`config.mk`:
```
export PLATFORM = sky130hd
export DESIGN_NAME = rf_write_arbiter_flat
export DESIGN_NICKNAME = d
export VERILOG_FILES = /design/src/rtl/rf_write_arbiter_if.sv /design/src/rtl/rf_write_arbiter.sv /design/src/flat_wrapper.sv
export SDC_FILE = /design/constraint.sdc
export NUM_CORES = 1
export LEC_CHECK = 0
export CAP_MARGIN = 20
export CORE_MARGIN = 2
export CORE_UTILIZATION = 30
export CTS_CLUSTER_SIZE = 25
export DETAILED_ROUTE_END_ITERATION = 10
export DONT_BUFFER_PORTS = 1
export HOLD_SLACK_MARGIN = 0.08
export MAX_ROUTING_LAYER = met4
export PLACE_DENSITY = 0.56
export RECOVER_POWER = 100
export SLEW_MARGIN = 0
export SYNTH_ARGS = -nofsm -noshare
export SYNTH_HDL_FRONTEND = slang
export SYNTH_SLANG_ARGS = --single-unit
```
`constraint.sdc`:
```
create_clock -name clk -period 7.7 [get_ports clk]
set_input_delay 1.54 -clock clk [delete_from_list [all_inputs] [get_ports clk]]
set_output_delay 1.54 -clock clk [all_outputs]
set_load 0.02 [all_outputs]
```
`src/rtl/rf_write_arbiter_if.sv`:
```
// Register-file write arbiter handshake bundle: writeback requesters,
// long-latency issue, decode hazard query and the registered write port.
interface rf_write_arbiter_if;
    logic        a_valid;
    logic [4:0]  a_addr;
    logic [31:0] a_data;
    logic        a_ready;
    logic        b_valid;
    logic [4:0]  b_addr;
    logic [31:0] b_data;
    logic        b_ready;
    logic        issue_valid;
    logic [4:0]  issue_addr;
    logic        issue_stall;
    logic [4:0]  rd_addr1;
    logic [4:0]  rd_addr2;
    logic [1:0]  hazard;
    logic        reg_we;
    logic [4:0]  write_addr;
    logic [31:0] write_data;

    modport master (
        output a_valid, a_addr, a_data,
        output b_valid, b_addr, b_data,
        output issue_valid, issue_addr,
        output rd_addr1, rd_addr2,
        input  a_ready, b_ready, issue_stall, hazard,
        input  reg_we, write_addr, write_data
    );

    modport slave (
        input  a_valid, a_addr, a_data,
        input  b_valid, b_addr, b_data,
        input  issue_valid, issue_addr,
        input  rd_addr1, rd_addr2,
        output a_ready, b_ready, issue_stall, hazard,
        output reg_we, write_addr, write_data
    );
endinterface

```
`src/rtl/rf_write_arbiter.sv`:
```
// Single register-file write port shared by pipeline writeback (A) and a
// long-latency unit (B), with a busy scoreboard for RAW/WAW hazards.
module rf_write_arbiter #(
    parameter int STARVE_LIMIT = 4,
    parameter int CNT_W        = 3
) (
    input logic               clk,
    input logic               rst,
    rf_write_arbiter_if.slave bus
);
    localparam logic [CNT_W-1:0] LIMIT = CNT_W'(STARVE_LIMIT);

    logic [CNT_W-1:0] wait_cnt_q, wait_cnt_d;
    logic [31:0]      busy_q, busy_d;
    logic             reg_we_q, reg_we_d;
    logic [4:0]       write_addr_q, write_addr_d;
    logic [31:0]      write_data_q, write_data_d;
    logic             out_src_q, out_src_d;

    logic a_blk, starve, a_rdy, b_rdy, stall;

    always_comb begin
        // A must not overtake an outstanding long-latency write (WAW)
        a_blk  = busy_q[bus.a_addr] & (bus.a_addr != 5'd0);
        starve = (wait_cnt_q == LIMIT);
        b_rdy  = bus.b_valid & (!bus.a_valid | a_blk | starve);
        a_rdy  = bus.a_valid & !a_blk & !b_rdy;
        stall  = bus.issue_valid & busy_q[bus.issue_addr]
               & (bus.issue_addr != 5'd0);
    end

    assign bus.a_ready     = a_rdy;
    assign bus.b_ready     = b_rdy;
    assign bus.issue_stall = stall;
    assign bus.hazard      = {
        busy_q[bus.rd_addr2] & (bus.rd_addr2 != 5'd0),
        busy_q[bus.rd_addr1] & (bus.rd_addr1 != 5'd0)
    };
    assign bus.reg_we      = reg_we_q;
    assign bus.write_addr  = write_addr_q;
    assign bus.write_data  = write_data_q;

    always_comb begin
        wait_cnt_d = wait_cnt_q;
        if (!bus.b_valid || b_rdy) begin
            wait_cnt_d = '0;
        end else if (!starve) begin
            wait_cnt_d = wait_cnt_q + 1'b1;
        end

        reg_we_d     = 1'b0;
        write_addr_d = write_addr_q;
        write_data_d = write_data_q;
        out_src_d    = out_src_q;
        if (b_rdy) begin
            reg_we_d     = (bus.b_addr != 5'd0);
            write_addr_d = bus.b_addr;
            write_data_d = bus.b_data;
            out_src_d    = 1'b1;
        end else if (a_rdy) begin
            reg_we_d     = (bus.a_addr != 5'd0);
            write_addr_d = bus.a_addr;
            write_data_d = bus.a_data;
            out_src_d    = 1'b0;
        end

        // clear first so a same-edge issue to the same register wins
        busy_d = busy_q;
        if (reg_we_q && out_src_q) begin
            busy_d[write_addr_q] = 1'b0;
        end
        if (bus.issue_valid && !stall && bus.issue_addr != 5'd0) begin
            busy_d[bus.issue_addr] = 1'b1;
        end
    end

    always_ff @(posedge clk) begin
        if (!rst) begin
            wait_cnt_q   <= '0;
            busy_q       <= '0;
            reg_we_q     <= 1'b0;
            write_addr_q <= '0;
            write_data_q <= '0;
            out_src_q    <= 1'b0;
        end else begin
            wait_cnt_q   <= wait_cnt_d;
            busy_q       <= busy_d;
            reg_we_q     <= reg_we_d;
            write_addr_q <= write_addr_d;
            write_data_q <= write_data_d;
            out_src_q    <= out_src_d;
        end
    end
endmodule

```
`src/flat_wrapper.sv`:
```
// flat-port wrapper written by rule: the top's interface ports become plain ports
module rf_write_arbiter_flat 
#(
    parameter int STARVE_LIMIT = 4,
    parameter int CNT_W        = 3
)
  (clk, rst, bus_a_valid, bus_a_addr, bus_a_data, bus_b_valid, bus_b_addr, bus_b_data, bus_issue_valid, bus_issue_addr, bus_rd_addr1, bus_rd_addr2, bus_a_ready, bus_b_ready, bus_issue_stall, bus_hazard, bus_reg_we, bus_write_addr, bus_write_data);
  rf_write_arbiter_if bus_i ();
  input logic clk;
  input logic rst;
  input wire logic [$bits(bus_i.a_valid)-1:0] bus_a_valid;
  input wire logic [$bits(bus_i.a_addr)-1:0] bus_a_addr;
  input wire logic [$bits(bus_i.a_data)-1:0] bus_a_data;
  input wire logic [$bits(bus_i.b_valid)-1:0] bus_b_valid;
  input wire logic [$bits(bus_i.b_addr)-1:0] bus_b_addr;
  input wire logic [$bits(bus_i.b_data)-1:0] bus_b_data;
  input wire logic [$bits(bus_i.issue_valid)-1:0] bus_issue_valid;
  input wire logic [$bits(bus_i.issue_addr)-1:0] bus_issue_addr;
  input wire logic [$bits(bus_i.rd_addr1)-1:0] bus_rd_addr1;
  input wire logic [$bits(bus_i.rd_addr2)-1:0] bus_rd_addr2;
  output wire logic [$bits(bus_i.a_ready)-1:0] bus_a_ready;
  output wire logic [$bits(bus_i.b_ready)-1:0] bus_b_ready;
  output wire logic [$bits(bus_i.issue_stall)-1:0] bus_issue_stall;
  output wire logic [$bits(bus_i.hazard)-1:0] bus_hazard;
  output wire logic [$bits(bus_i.reg_we)-1:0] bus_reg_we;
  output wire logic [$bits(bus_i.write_addr)-1:0] bus_write_addr;
  output wire logic [$bits(bus_i.write_data)-1:0] bus_write_data;
  assign bus_i.a_valid = bus_a_valid;
  assign bus_i.a_addr = bus_a_addr;
  assign bus_i.a_data = bus_a_data;
  assign bus_i.b_valid = bus_b_valid;
  assign bus_i.b_addr = bus_b_addr;
  assign bus_i.b_data = bus_b_data;
  assign bus_i.issue_valid = bus_issue_valid;
  assign bus_i.issue_addr = bus_issue_addr;
  assign bus_i.rd_addr1 = bus_rd_addr1;
  assign bus_i.rd_addr2 = bus_rd_addr2;
  assign bus_a_ready = bus_i.a_ready;
  assign bus_b_ready = bus_i.b_ready;
  assign bus_issue_stall = bus_i.issue_stall;
  assign bus_hazard = bus_i.hazard;
  assign bus_reg_we = bus_i.reg_we;
  assign bus_write_addr = bus_i.write_addr;
  assign bus_write_data = bus_i.write_data;
  rf_write_arbiter #(.STARVE_LIMIT(STARVE_LIMIT), .CNT_W(CNT_W)) u_core (.clk(clk), .rst(rst), .bus(bus_i));
endmodule
```
# Word level (Yosys, flattened, before mapping)
# Cells that the tools add are included.
dict set report totals {
  regBits 74
  latch_bits 0
  ramBits 0
  romBits 0
  in_bits 94
  word_cells 69
  memories 0
}
dict set report classes {
  n_addsub 1
  n_mul 0
  div 0
  magnitude_cmp 7
  eq_ne 1
  shift 0
  mux 22
  bitwise_logic 14
  n_reduce_logical 18
}
# cell n
set op_table {}
lappend op_table {{two-way mux 32 bit} 4}
lappend op_table {{AND 32 bit} 1}
lappend op_table {{NOT 32 bit} 1}
lappend op_table {{bitwise OR 32 bit} 1}
lappend op_table {{less-than comparator 5 x 6 -> 1 bit, second input constant} 5}
lappend op_table {{nonzero test 5 bit} 5}
lappend op_table {{binary-select mux 1 bit (select 5 bit)} 4}
lappend op_table {{demux 1 bit (select 5 bit)} 2}
lappend op_table {{greater-or-equal comparator 5 x 1 -> 1 bit, second input constant} 2}
lappend op_table {{two-way mux 1 bit} 10}
lappend op_table {{two-way mux 5 bit} 2}
lappend op_table {{AND 1 bit} 8}
lappend op_table {{logical AND 1 bit} 5}
lappend op_table {{logical NOT 1 bit} 5}
lappend op_table {{adder 3 x 1 -> 3 bit, second input constant} 1}
lappend op_table {{equality test 3 bit, second input constant} 1}
lappend op_table {{bitwise OR 1 bit} 2}
lappend op_table {{nonzero test 2 bit} 1}
lappend op_table {{OR reduction 2 bit} 1}
lappend op_table {{logical OR 1 bit} 1}
lappend op_table {{NOT 1 bit} 1}

# Depth between registers and ports, before layout
dict set report depth {
  depth_word 10
  depth_mapped 9
  ltp_nobuf 8
}

# Least setup slack after synthesis
# No wires, ideal clock.
dict set report synth_path {
  path_type {input to output}
  from {in bus_rd_addr1[0]}
  to {out bus_hazard[0]}
  arrival_ns 3.275
  t_required_ns 6.160
  slack_ns 2.885
  stages 4
  n_path_buf 1
  cell_sequence {clkbuf_1 -> mux4_2 -> mux4_2 -> mux2_2}
}
dict set report synth_between {
  elab_chain_cells 3
  elab_cells_between_ends 4
  cone_classes {mux: 2; bitwise: 1; reduce/logical: 1}
}
# item line_no
set synth_lines {}
lappend synth_lines {{from (decl)} flat_wrapper.sv:19} ;# input wire logic [$bits(bus_i.rd_addr1)-1:0] bus_rd_addr1;
lappend synth_lines {{binary-select mux 1 bit (select 5 bit)} rf_write_arbiter.sv:37} ;# busy_q[bus.rd_addr1] & (bus.rd_addr1 != 5'd0)
lappend synth_lines {{two-way mux 1 bit (implied by the code)} rf_write_arbiter.sv:37}
lappend synth_lines {{AND 1 bit *} rf_write_arbiter.sv:37}
lappend synth_lines {{to (decl)} flat_wrapper.sv:24} ;# output wire logic [$bits(bus_i.hazard)-1:0] bus_hazard;
# Mark *: on every way between the ends. The rest lies on a longest branch, timed or not. The select of a mux whose other input is x is not followed.

# Final worst setup path
dict set report layout_path {
  from {in bus_a_addr[0]}
  to {out bus_a_ready}
}
dict set report layout_between {
  elab_chain_cells 8
  elab_cells_between_ends 11
  cone_classes {mux: 2; bitwise: 6; reduce/logical: 3}
}
# item line_no
set layout_lines {}
lappend layout_lines {{from (decl)} flat_wrapper.sv:12} ;# input wire logic [$bits(bus_i.a_addr)-1:0] bus_a_addr;
lappend layout_lines {{binary-select mux 1 bit (select 5 bit)} rf_write_arbiter.sv:24} ;# a_blk = busy_q[bus.a_addr] & (bus.a_addr != 5'd0);
lappend layout_lines {{two-way mux 1 bit (implied by the code)} rf_write_arbiter.sv:24}
lappend layout_lines {{AND 1 bit *} rf_write_arbiter.sv:24}
lappend layout_lines {{bitwise OR 1 bit (2 in series)} rf_write_arbiter.sv:26} ;# b_rdy = bus.b_valid & (!bus.a_valid | a_blk | starve);
lappend layout_lines {{AND 1 bit} rf_write_arbiter.sv:26}
lappend layout_lines {{logical NOT 1 bit} rf_write_arbiter.sv:27} ;# a_rdy = bus.a_valid & !a_blk & !b_rdy;
lappend layout_lines {{AND 1 bit *} rf_write_arbiter.sv:27}
lappend layout_lines {{to (decl)} flat_wrapper.sv:21} ;# output wire logic [$bits(bus_i.a_ready)-1:0] bus_a_ready;
# Marks and branches as above.

==> out/results.ini <==
[outcome]
status=complete, but fails checks
violations=capacitance limit, slew limit

[worst_setup_path]
crit_path_max_incr_delay_ps=1250
worstPathCellList=mux2i_1 -> mux4_2 -> a31o_1 -> o311ai_0 -> clkbuf_1 -> inv_1
regToRegEndpoint=u_core.bus.reg_we$_SDFF_PN0_
cpLargestDelayFamily=buffers and inverters
r2r_slack_ps=4160
crit_buf_inv=2
cp_data_arrival_time_ps=4340
worstSetupPathType=in -> out
cp_slowest_cell=clkbuf_1
start_kind=input pin
cp-end-kind=output pin
ff2ff_path_depth=7
critical_path_required_ps=6160
critPathMaxFanout=39
crit-reg2reg-launch=u_core.busy_q[17]$_SDFF_PN0_

[cts]
h-tree-depth=3
clock_path_buffers=2
cts_root_buffer=clkbuf_16
cts_setup_buffers=0
clk_latency_ps=340
cts_hold_buf=0
post_cts_resized=0
numCtsBuffers=9
clock_sinks=74
cts_tree=done
clk_pin_slew_worst_paths_ps=60

[timing]
drv_slew=81
finClkSkew_ps=10.2
hold_violations=0
fmax_ghz=0.170
setup_viol=0
worst_pin_slew_ps=1720
timing.setup.tns_ps=0
finalCriticalPeriod_ps=5880
final.setup.worst_slack_ps=1820
slew_headroom_pct=-14.6
rsz0062_at_grt=false
period_share_pct=76.3

[logic_synthesis]
ys_types=45
syn_inst=440
synth_ff_type=dfxtp_1
ys_async_sr_fraction_pct=0
ys_seq_elements=74
syn_nets=536
synth_edf_count=0
synth.top_cell.area_share_pct=35.7
ys_seq_area_share_pct=35.7
yosysMostFrequentCell=dfxtp_1
yosysWarnings=0
yosys.area.top_type=dfxtp_1
syn-cell-area_um2=4150
yosys-top-cells-count=dfxtp_1 (74), o21ai_0 (66), nor2_1 (48), o22ai_1 (38), mux4_2 (31)
avgSynthCellArea_um2=9.42
yosys-top-cells-area=dfxtp_1 (36%), mux4_2 (17%), o21ai_0 (8.0%)

[layout]
syn_to_final_growth_pct=9.18
nets=513
drive_gt1_share_pct=12.8
insertedDiodeCount=0
regArea_um2=1480
n_fill_cell=1383
multiInputGateArea_um2=2450

[grt]
overflow=0
grt_pass1_wl_um=19900
grtUsageTotal_pct=18.2
grt_max_degree=79
antenna_found_initial=0
grt_pass1_vias=3633

[drt]
routed_wl_um=12700
wl_per_cell_um=21.3
drcViolationCount=0
firstDrtPassIters=5
viasPerCell=5.94
dr_total_vias=3545
drtIter0Drc=239
ant_nets=0

[floorplan]
row_count=42
die_h_um=122
dieWidth_um=122
dieArea_um2=14800
ios=137
core_um2=13300
initial_core_util_pct=31.1

[power]
ir_drop_mv=0.0864
total_leakage_power_uw=0.00148
power_density_nw_per_um2=219

[place]
finalWeightedCongestion=0.921
dp_hpwl_um=9280
portBuffers=0
place_ws_ps=2890

[worst_hold_path]
min_to=u_core.wait_cnt_q[0]$_SDFFE_PP0P_
hold_depth=1
hold_path.startpoint=u_core.wait_cnt_q[0]$_SDFFE_PP0P_
hold_path_class=reg -> reg

[job]
drv_cap=2

-- logic make-up (layout without fill, tap and decap cells) --
family | Yosys count | after routing | share of synthesized area (%)
AO/OA/AOI/OAI | 150 | 150 | 22.9
multiplexers | 46 | 46 | 21.4
AND/OR/NAND/NOR | 121 | 121 | 14.4
adder cells (fa/ha/maj) | 2 | 2 | 0.604
buffers and inverters | 47 | 28 | 4.98
flip-flops | 74 | 74 | 35.7
-- layout by cell type (no fill, tap or decap), drive strengths merged, types with 3 or more instances in the layout --
cell type  count
dfxtp         74
o21ai         67
nor2          48
o22ai         38
mux4          33
nand2         24
o211ai        20
inv           11
clkbuf        11
mux2i          8
nand3          8
a31oi          6
and2           6
nor3b          5
nand2b         5
mux2           5
or3            4
a21boi         4
nand3b         4
o31ai          3
a32o           3
clkinvlp       3
-- worst register-to-register path: stages (launching register included) --
cell	delay [ps]
dfxtp_1	460
mux2i_1	110
mux4_2	490
a31o_1	250
o311ai_0	310
clkbuf_1	1250
o22ai_1	290
and2_0	280
-- worst max path at each step --
stage                          from             to  slack [ps]  cells after the start
finish                bus_a_addr[0]    bus_a_ready        1820                      6
global route          bus_a_addr[0]    bus_a_ready        1580                      6
CTS                   bus_a_addr[0]    bus_a_ready        2880                      6
detailed placement    bus_a_addr[0]    bus_a_ready        2890                      6
global placement      bus_a_addr[0]    bus_a_ready        2930                      6
floorplan           bus_rd_addr1[0]  bus_hazard[0]        2890                      4
-- power by group --
group          total [uW]  internal, uW  switching, uW
logic                89.2          41.2           48.0
registers             455           406           49.0
clock network         447           283            164
total                 992           730            262
-- cell type report --
cell class                 instances  area share (%)
clock buffer                       9            4.98
inverter                          10           0.829
timing repair buffer               3           0.332
multi-input combinational        319            54.2
clock inverter                     6            2.02
tap                              176            4.87
sequential                        74            32.7
-- registers in the layout, summed over array words and instances (netlist names) --
register / count
u_core.bus.reg_we: 1
u_core.bus.write_addr: 5
u_core.bus.write_data: 32
u_core.busy_q: 32
u_core.out_src_q: 1
u_core.wait_cnt_q: 3
-- metal layers --
metal  vias to the layer above  wire length [um]  track usage, %
met5                         -                 0               -
li1                       1645                 -               -
met1                      1751              5200            22.2
met4                         0               335            9.05
met3                        22               920            3.37
met2                       127              6270            28.9
-- through the flow --
stage / util [%] / cells / cell area, um^2 / total power (uW) / hold slack, ps
4_1_cts: 34.1 / 597 / 4550 / 1010 / 458
3_5_place_dp: 31.7 / 582 / 4230 / 555 / 450
6_report: 33.9 / 597 / 4530 / 992 / 453
2_1_floorplan: - / 440 / 4150 / 544 / 429
5_1_grt: 33.9 / 597 / 4530 / 1030 / 473
3_3_place_gp: 31.7 / 582 / 4230 / 552 / 439
(Power assumes the default switching activity.)
